**src/rtl/alu_seq.sv**
```systemverilog
// ALU sequencer: owns accumulator A and status P, issues commands to the ALU and writes results back.
// Optional one-entry command queue when ALU_OPQ_EN is defined.
module alu_seq #(
    parameter int unsigned ALU_LAT = 1,
    parameter int unsigned NUM_OPS = 12,
    parameter int unsigned CMP_OP  = 11
) (
    input  logic       clk_2,
    input  logic       rst,
    input  logic       cmd_valid,
    output logic       cmd_ready,
    input  logic [3:0] cmd_op,
    input  logic [7:0] cmd_opnd,
    input  logic       ld_a,
    input  logic       ld_p,
    input  logic [7:0] ld_data,
    output logic [3:0] alu_op,
    output logic [7:0] alu_acc,
    output logic [7:0] alu_opnd,
    output logic [7:0] alu_status,
    input  logic [7:0] alu_result,
    input  logic [7:0] alu_status_in,
    output logic [7:0] a_reg,
    output logic [7:0] p_reg,
    output logic       done,
    output logic       err
);
    localparam int unsigned OP_W  = 4;
    localparam int unsigned DW    = 8;
    localparam int unsigned CNT_W = 4;

    typedef enum logic {IDLE, EXEC} state_t;

    state_t             state_q, state_d;
    logic [CNT_W-1:0]   cnt_q, cnt_d;
    logic [DW-1:0]      a_q, a_d, p_q, p_d;
    logic [OP_W-1:0]    op_q, op_d;
    logic [DW-1:0]      acc_q, acc_d, opnd_q, opnd_d, st_q, st_d;
    logic               done_q, done_d, err_q, err_d;

    logic               accept, wb;
    logic [DW-1:0]      a_wb;
    logic               iss;
    logic [OP_W-1:0]    iss_op;
    logic [DW-1:0]      iss_opnd, iss_acc, iss_st;

    function automatic logic op_legal(input logic [OP_W-1:0] op);
        return 32'(op) < NUM_OPS;
    endfunction

`ifdef ALU_OPQ_EN
    logic               q_valid_q, q_valid_d;
    logic [OP_W-1:0]    q_op_q, q_op_d;
    logic [DW-1:0]      q_opnd_q, q_opnd_d;
    logic               nxt_v;
    logic [OP_W-1:0]    nxt_op;
    logic [DW-1:0]      nxt_opnd;

    assign cmd_ready = ~q_valid_q & ~ld_a & ~ld_p;
`else
    assign cmd_ready = (state_q == IDLE) & ~ld_a & ~ld_p;
`endif

    assign accept = cmd_valid & cmd_ready;
    assign wb     = (state_q == EXEC) && (cnt_q == CNT_W'(1));
    // CMP only updates status; A keeps its old value
    assign a_wb   = (op_q == OP_W'(CMP_OP)) ? a_q : alu_result;

    always_comb begin
        state_d  = state_q;
        cnt_d    = cnt_q;
        a_d      = a_q;
        p_d      = p_q;
        op_d     = op_q;
        acc_d    = acc_q;
        opnd_d   = opnd_q;
        st_d     = st_q;
        done_d   = 1'b0;
        err_d    = 1'b0;
        iss      = 1'b0;
        iss_op   = cmd_op;
        iss_opnd = cmd_opnd;
        iss_acc  = a_q;
        iss_st   = p_q;
`ifdef ALU_OPQ_EN
        q_valid_d = q_valid_q;
        q_op_d    = q_op_q;
        q_opnd_d  = q_opnd_q;
        nxt_v     = q_valid_q | accept;
        nxt_op    = q_valid_q ? q_op_q : cmd_op;
        nxt_opnd  = q_valid_q ? q_opnd_q : cmd_opnd;
`endif
        case (state_q)
            IDLE: begin
                if (ld_a) a_d = ld_data;
                if (ld_p) p_d = ld_data;
                if (accept) begin
                    if (op_legal(cmd_op)) iss = 1'b1;
                    else                  err_d = 1'b1;
                end
            end
            EXEC: begin
                cnt_d = cnt_q - CNT_W'(1);
                if (wb) begin
                    a_d     = a_wb;
                    p_d     = alu_status_in;
                    done_d  = 1'b1;
                    state_d = IDLE;
`ifdef ALU_OPQ_EN
                    // Chain the next command straight off the fresh writeback values
                    q_valid_d = 1'b0;
                    if (nxt_v) begin
                        iss_op   = nxt_op;
                        iss_opnd = nxt_opnd;
                        iss_acc  = a_wb;
                        iss_st   = alu_status_in;
                        if (op_legal(nxt_op)) iss = 1'b1;
                        else                  err_d = 1'b1;
                    end
                end else if (accept) begin
                    q_valid_d = 1'b1;
                    q_op_d    = cmd_op;
                    q_opnd_d  = cmd_opnd;
`endif
                end
            end
            default: state_d = IDLE;
        endcase
        if (iss) begin
            op_d    = iss_op;
            opnd_d  = iss_opnd;
            acc_d   = iss_acc;
            st_d    = iss_st;
            cnt_d   = CNT_W'(ALU_LAT);
            state_d = EXEC;
        end
    end

    always_ff @(posedge clk_2 or negedge rst) begin
        if (!rst) begin
            state_q <= IDLE;
            cnt_q   <= '0;
            a_q     <= '0;
            p_q     <= '0;
            op_q    <= '0;
            acc_q   <= '0;
            opnd_q  <= '0;
            st_q    <= '0;
            done_q  <= 1'b0;
            err_q   <= 1'b0;
        end else begin
            state_q <= state_d;
            cnt_q   <= cnt_d;
            a_q     <= a_d;
            p_q     <= p_d;
            op_q    <= op_d;
            acc_q   <= acc_d;
            opnd_q  <= opnd_d;
            st_q    <= st_d;
            done_q  <= done_d;
            err_q   <= err_d;
        end
    end

`ifdef ALU_OPQ_EN
    always_ff @(posedge clk_2 or negedge rst) begin
        if (!rst) begin
            q_valid_q <= 1'b0;
            q_op_q    <= '0;
            q_opnd_q  <= '0;
        end else begin
            q_valid_q <= q_valid_d;
            q_op_q    <= q_op_d;
            q_opnd_q  <= q_opnd_d;
        end
    end
`endif

    assign alu_op     = op_q;
    assign alu_acc    = acc_q;
    assign alu_opnd   = opnd_q;
    assign alu_status = st_q;
    assign a_reg      = a_q;
    assign p_reg      = p_q;
    assign done       = done_q;
    assign err        = err_q;

endmodule

```
**config.mk**
```make
export PLATFORM = sky130hd
export DESIGN_NAME = alu_seq
export DESIGN_NICKNAME = d
export VERILOG_FILES = /design/src/rtl/alu_seq.sv
export SDC_FILE = /design/constraint.sdc
export NUM_CORES = 1
export LEC_CHECK = 0
export ABC_AREA = 1
export CAP_MARGIN = 20
export CORE_MARGIN = 2
export CORE_UTILIZATION = 62
export DETAILED_ROUTE_END_ITERATION = 8
export DONT_BUFFER_PORTS = 1
export PLACE_DENSITY = 0.84
export SKIP_CTS_REPAIR_TIMING = 1
export SLEW_MARGIN = 20
export SYNTH_ARGS = -nofsm -noshare
export SYNTH_HDL_FRONTEND = slang
export SYNTH_SLANG_ARGS = --single-unit
```
**constraint.sdc**
```tcl
create_clock -name clk_2 -period 1.7 [get_ports clk_2]
set_clock_uncertainty 0.15 [all_clocks]
set_input_delay 0.51 -clock clk_2 [delete_from_list [all_inputs] [get_ports clk_2]]
set_output_delay 0.51 -clock clk_2 [all_outputs]
set_load 0.005 [all_outputs]
```
# == Yosys cells after proc, flatten, opt, wreduce, memory -nomap -nowiden ==
# Cells that the tools add are included.
# word_totals
ff_bits,51
word_cells,48
memories,0
output_inout_bits,47
mem_bits_rw,0
input_bits,41
latch_bits,0
rom_bits,0
# classes
n_div,0
addsub,1
n_eq_ne,6
n_shift,0
mul,0
n_mux,20
reduce_logical,4
bitwise_logic,6
magnitude_cmp,1
# op_table
cell,count
8-bit two-way mux,5
8-bit one-hot mux with 2 select lines,2
1-bit two-way mux,11
4-bit two-way mux,2
2-bit inequality test (second input constant),3
4-bit by 1-bit equality test with 1-bit output (second input constant),1
4-bit equality test (second input constant),1
4-bit < comparator (second input constant),1
4-bit by 1-bit subtractor with 4-bit output (second input constant),1
1-bit AND,3
1-bit NOT,3
3-bit AND reduction,1
2-bit by 1-bit inequality test with 1-bit output (second input constant),1
2-bit AND reduction,1
2-bit nonzero test,1
1-bit logical AND,1

# == Depth between registers and ports, before layout ==
# Gate-level depths: netlist (run 1).
# logic_depth
word_depth,7
mapped_depth,8
mapped_depth_nobuf,8

# == Least setup slack after synthesis (run 1) ==
# OpenSTA, ideal clock, no wires.
# synth_path
kind,reg2out
from,register state_q
to,output port cmd_ready
path_buffers,1
required_time_ns,1.040
stages_incl_launch_ff,3
arrival_ns,0.838
path_slack_ns,0.202
path_cell_list,dfrtp_1 > clkbuf_1 > nor3_1
# synth_via
elab_chain_len,3
# synth_lines
item,line,source
start: declaration,34,"state_t state_q, state_d;"
start signal: assignment,152,state_q <= state_d;
1-bit NOT,--,
1-bit AND (2 in a row),61,assign cmd_ready = (state_q == IDLE) & ~ld_a & ~ld_p;
end: declaration,11,"output logic cmd_ready,"
# No other way between the ends.

# == Final worst setup path (run 1) ==
# Same ends and word-level chain as after synthesis.

==> out/metrics.csv, run 1 <==
metric,value,unit
via_count,1741,
gp_congestion,0.7845,
antenna_found_initial,0,
fin_crit_sh,95.12,%
setup_violations,0,
leakage,0.001353,uW
die-area,4081,um2
fin_total_pwr,4322,uW
cp-startpoint,state_q,
max_freq,0.6184,GHz
clock-sinks,51,
final_cell_mix,"nand2_1, dfrtp_1, nand3_1, inv_1",
syn_area,2223,um2
maxSlewViolCount,0,
syn_nets,320,
power_frac_clock,16.5,%
dpl.hpwl,3.297,mm
io_buffers,0,
fp.dieH,63.89,um
drv_cap,0,
postSynthAreaPerCell,8.027,um2
clk_pin_slew,0.14,ns
antenna_cells,0,
grt_pass1_wl,7.914,mm
final_common_cell,nand2_1,
wirelength,4.618,mm
crit_family,flip-flops,
ff_latch_area,1277,um2
viasPerCell,5.308,
postRouteAntennaNets,0,
power.share.switching,38.99,%
dr.first_iter.drc_count,79,
insertion_delay,0.35,ns
start_util,65.60,%
power_switching,1685,uW
dieWidth,63.89,um
rows,21,
grt_max_degree,52,
cts-root-buf,clkbuf_4,
worstSetupPathType,flip-flop to output pin,
path_cells,nor3_2,
worst_path_max_delay_cell,dfrtp_2,
cts_buffers,5,
timing.critical_path.buf_inv,0,
vdd.ir_drop.worst,0.0009707,V
area_growth,6.753,%
slew-limit-headroom,76.95,%
period_needed,1.617,ns
drcViolationCount,0,
hp-class,input port to asynchronous set/reset pin,
synth.distinct_cells,19,
num-fill-cells,254,
first_pass_iters,4,
num_io_pins,88,
worstPathMaxFanout,5,
hold_violations,51,
core,3390,um2
ys_seq_area_share,57.40,%
holdWs,-0.3277,ns
worst_pin_slew,0.3454,ns
r2r_start,cnt_q[1],
ys_warn_count,0,
slowest_delay,0.47,ns
seqPwrFrac,53.0,%
p_comb_share,30.5,%
overflow,0,
cts_tree,yes,
status,finished with violations,
multi_input_comb_area,872.1,um2
ctsHtreeMaxLevel,2,
cts_buffer_depth,2,
power_density,1821,nW/um2
violations,hold timing,
dp.cells,318,
grt_usage,24.97,%
nNetsFinal,324,
crit_arrival,0.96,ns
stdcell_count,328,
ys_ff_latch,51,
end_kind,output pin,
cp.required,1.04,ns
grt_pass1_vias,1643,
drive_gt1_share,9.220,%
start_kind,flip-flop,
power.internal,2637,uW
rsz0062_at_grt,false,
wl_per_cell,14.08,um
netlist_instances,277,
-- through the flow --
step                setup WS (ns)  instance area [um2]  util (%)  hold WS, ns  TNS [ns]
global placement           0.2020                 2261     66.70      0.06544         0
CTS                      -0.07918                 2347     69.25      -0.3415  -0.07918
floorplan                  0.2016                 2223         -      0.06441         0
detailed placement         0.1569                 2261     66.70      0.06538         0
finish                    0.08296                 2374     70.03      -0.3277         0
global route              0.01084                 2374     70.03      -0.3606         0
-- final cells by class --
cell class                      instances  area share [%]
Timing Repair Buffer                    5           1.581
Clock buffer                            6           2.161
Sequential cell                        51           53.82
Multi-Input combinational cell        207           36.74
Tap cell                               46           2.425
Inverter                               11           1.792
Clock inverter                          2           1.476
-- path summary, 6_finish.rpt --
kind	end	slack [ns]	cells past startpoint
worst max-delay path	cmd_ready	0.08	1
worst min-delay path	cnt_q[1]	-0.33	0
worst max register to register	p_reg[7]	0.17	8
worst min register to register	alu_acc[4]	0.37	2
max in group asynchronous	a_reg[3]	1.63	0
min in group clk_2	alu_opnd[0]	0.11	2
-- cells in the mapped netlist, drive strengths merged --
cell type | count | area share, %
nand2 | 171 | 29
dfrtp | 51 | 57
nand3 | 22 | 5.0
inv | 10 | 1.7
buf | 6 | 1.6
nor2 | 6 | 1.5
a21oi | 2 | 0.45
clkbuf | 2 | 0.34
ha | 2 | 1.1
nand4 | 2 | 0.84
clkinv | 1 | 0.22
nor3 | 1 | 0.22
or2 | 1 | 0.28
-- kinds of logic after synthesis --
| family | Yosys count | synth area share [%] |
|---|---|---|
| buf+inv | 19 | 3.826 |
| flops | 51 | 57.40 |
| simple gates | 203 | 37.20 |
| fa+ha+maj | 2 | 1.125 |
| compound gates | 2 | 0.4502 |
-- layer usage --
metal / global-route usage (%) / wire, um
met5: 0 / 0
met4: 6.522 / 39
met3: 9.155 / 476
met2: 38.80 / 2092
met1: 33.25 / 2010
-- power by group through the flow --
stage          logic [uW]  registers (uW)  clock network (uW)
6_report             1320            2290                 713
5_1_grt              1580            2380                 771
4_1_cts              1270            2310                 729
3_5_place_dp         1270            2330                   0
3_3_place_gp         1210            2320                   0
2_1_floorplan        1050            2180                   0
Note: power is estimated with default switching activity, not from simulation.
==> run 2: changes to the inputs <==
CAP_MARGIN = unset   (was 20)
CORE_MARGIN = unset   (was 2)
==> out/metrics.csv, run 2 (synthesis gave the netlist of run 1 again) <==
metric,value,unit,change
gp_congestion,0.7714,,-1.7%
postRouteAntennaNets,0,,unchanged
die-area,3830,um2,-6.2%
slew-limit-headroom,76.65,%,-0.30 points
leakage,0.001336,uW,-1.2%
multi_input_comb_area,867.1,um2,-0.57%
final_common_cell,nand2_1,,
worst_path_max_delay_cell,dfrtp_2,,
final_cell_mix,"nand2_1, dfrtp_1, nand3_1, inv_1, buf_4",,
setup_violations,0,,unchanged
postLayoutSetupSlackWorst,0.04965,ns,-0.03331 ns
cp.required,1.04,ns,about the same
wl_per_cell,13.91,um,-1.2%
worstPathMaxFanout,6,,+1
cts-root-buf,clkbuf_4,,
status,finished with violations,,
cts_tree,yes,,
dieWidth,61.89,um,-3.1%
viasPerCell,5.343,,+0.67%
drive_gt1_share,9.187,%,-0.033 points
cts_buffer_depth,2,,unchanged
dpl.hpwl,3.296,mm,about the same
drcViolationCount,0,,unchanged
ff_latch_area,1277,um2,unchanged
clk_pin_slew,0.14,ns,about the same
placed_area,2268,um2,+0.33%
end_kind,output pin,,
path_cells,nor3_2,,
wirelength,4.576,mm,-0.91%
timing.critical_path.buf_inv,0,,unchanged
vdd.ir_drop.worst,0.0008764,V,-9.7%
hp-class,input port to asynchronous set/reset pin,,
start_kind,flip-flop,,
dr.first_iter.drc_count,78,,-1.3%
core,3390,um2,unchanged
start_util,65.60,%,unchanged
ctsHtreeMaxLevel,2,,unchanged
hold_violations,51,,unchanged
crit_family,flip-flops,,
fin_crit_sh,97.08,%,+2.0 points
holdWs,-0.3375,ns,-0.009740 ns
finalSetupTns,0,ns,unchanged
rows,21,,unchanged
power_density,1764,nW/um2,-3.1%
worst_pin_slew,0.3499,ns,+0.004488 ns
grt_pass1_vias,1448,,-12%
place_ws,0.1718,ns,+0.01488 ns
crit_arrival,0.99,ns,+0.03 ns
max_freq,0.6059,GHz,-2.0%
overflow,0,,unchanged
first_pass_iters,4,,unchanged
worstSetupPathType,flip-flop to output pin,,
slowest_delay,0.48,ns,about the same
grt_usage,24.52,%,-0.45 points
clock-sinks,51,,unchanged
num-fill-cells,277,,+9.1%
cts_buffers,5,,unchanged
nNetsFinal,325,,+0.31%
via_count,1758,,+0.98%
grt_max_degree,52,,unchanged
area_growth,5.402,%,
fp.dieH,61.89,um,-3.1%
maxSlewViolCount,0,,unchanged
insertion_delay,0.37,ns,+0.02 ns
io_buffers,0,,unchanged
antenna_cells,0,,unchanged
grt_pass1_wl,6.548,mm,-17%
drv_cap,0,,unchanged
design_area,2344,um2,-1.3%
antenna_found_initial,0,,unchanged
period_needed,1.650,ns,+0.03331 ns
violations,hold timing,,
num_io_pins,88,,unchanged
## run 2: cell count changes in the layout (fill, tap and decap cells not counted)
cell,before,now
bufinv_16,1,0
clkbuf_8,1,0
clkinvlp_4,0,1
buf_4,5,6
nand2_2,4,5
nand2_4,1,0
clkbuf_1,0,1
## run 2: worst paths after layout
check	cells after the start	to	startpoint	slack [ns]
worst min-delay path	0	cnt_q[1]	rst	-0.34
worst max register to register	8	p_reg[7]	cnt_q[1]	0.17
worst min register to register	2	alu_acc[5]	alu_acc[5]	0.37
worst max-delay path	1	cmd_ready	state_q	0.05
min in group clk_2	2	alu_opnd[6]	cmd_opnd[6]	0.09
max in group asynchronous	0	alu_acc[3]	rst	1.64
## run 2: metrics by stage
| stage | cells | hold WS (ns) | util [%] | total power, uW |
|---|---|---|---|---|
| 2_1_floorplan | 277 | 0.06441 | - | 3224 |
| 3_3_place_gp | 319 | 0.06561 | 66.93 | 3525 |
| 3_5_place_dp | 319 | 0.06532 | 66.93 | 3591 |
| 4_1_cts | 327 | -0.3443 | 68.51 | 4111 |
| 5_1_grt | 329 | -0.3678 | 69.14 | 4496 |
| 6_report | 329 | -0.3375 | 69.14 | 4134 |
## run 2: final cells by class
class | count | share of cell area (%)
Sequential cell | 51 | 54.51
Multi-Input combinational cell | 207 | 37.00
Tap cell | 46 | 2.456
Timing Repair Buffer | 6 | 1.922
Inverter | 11 | 1.815
Clock buffer | 6 | 1.762
Clock inverter | 2 | 0.5339
## run 2: power breakdown
part / internal [uW] / switching, uW
registers: 1780 / 517
logic: 511 / 803
clock network: 160 / 364
## run 2: metal layers
layer	global-route usage, %	share of wire [%]	up-vias
li1	-	-	858
met3	9.524	9.1	9
met2	39.32	47	81
met4	8.889	1.5	0
met1	30.30	42	810
met5	0	0	-
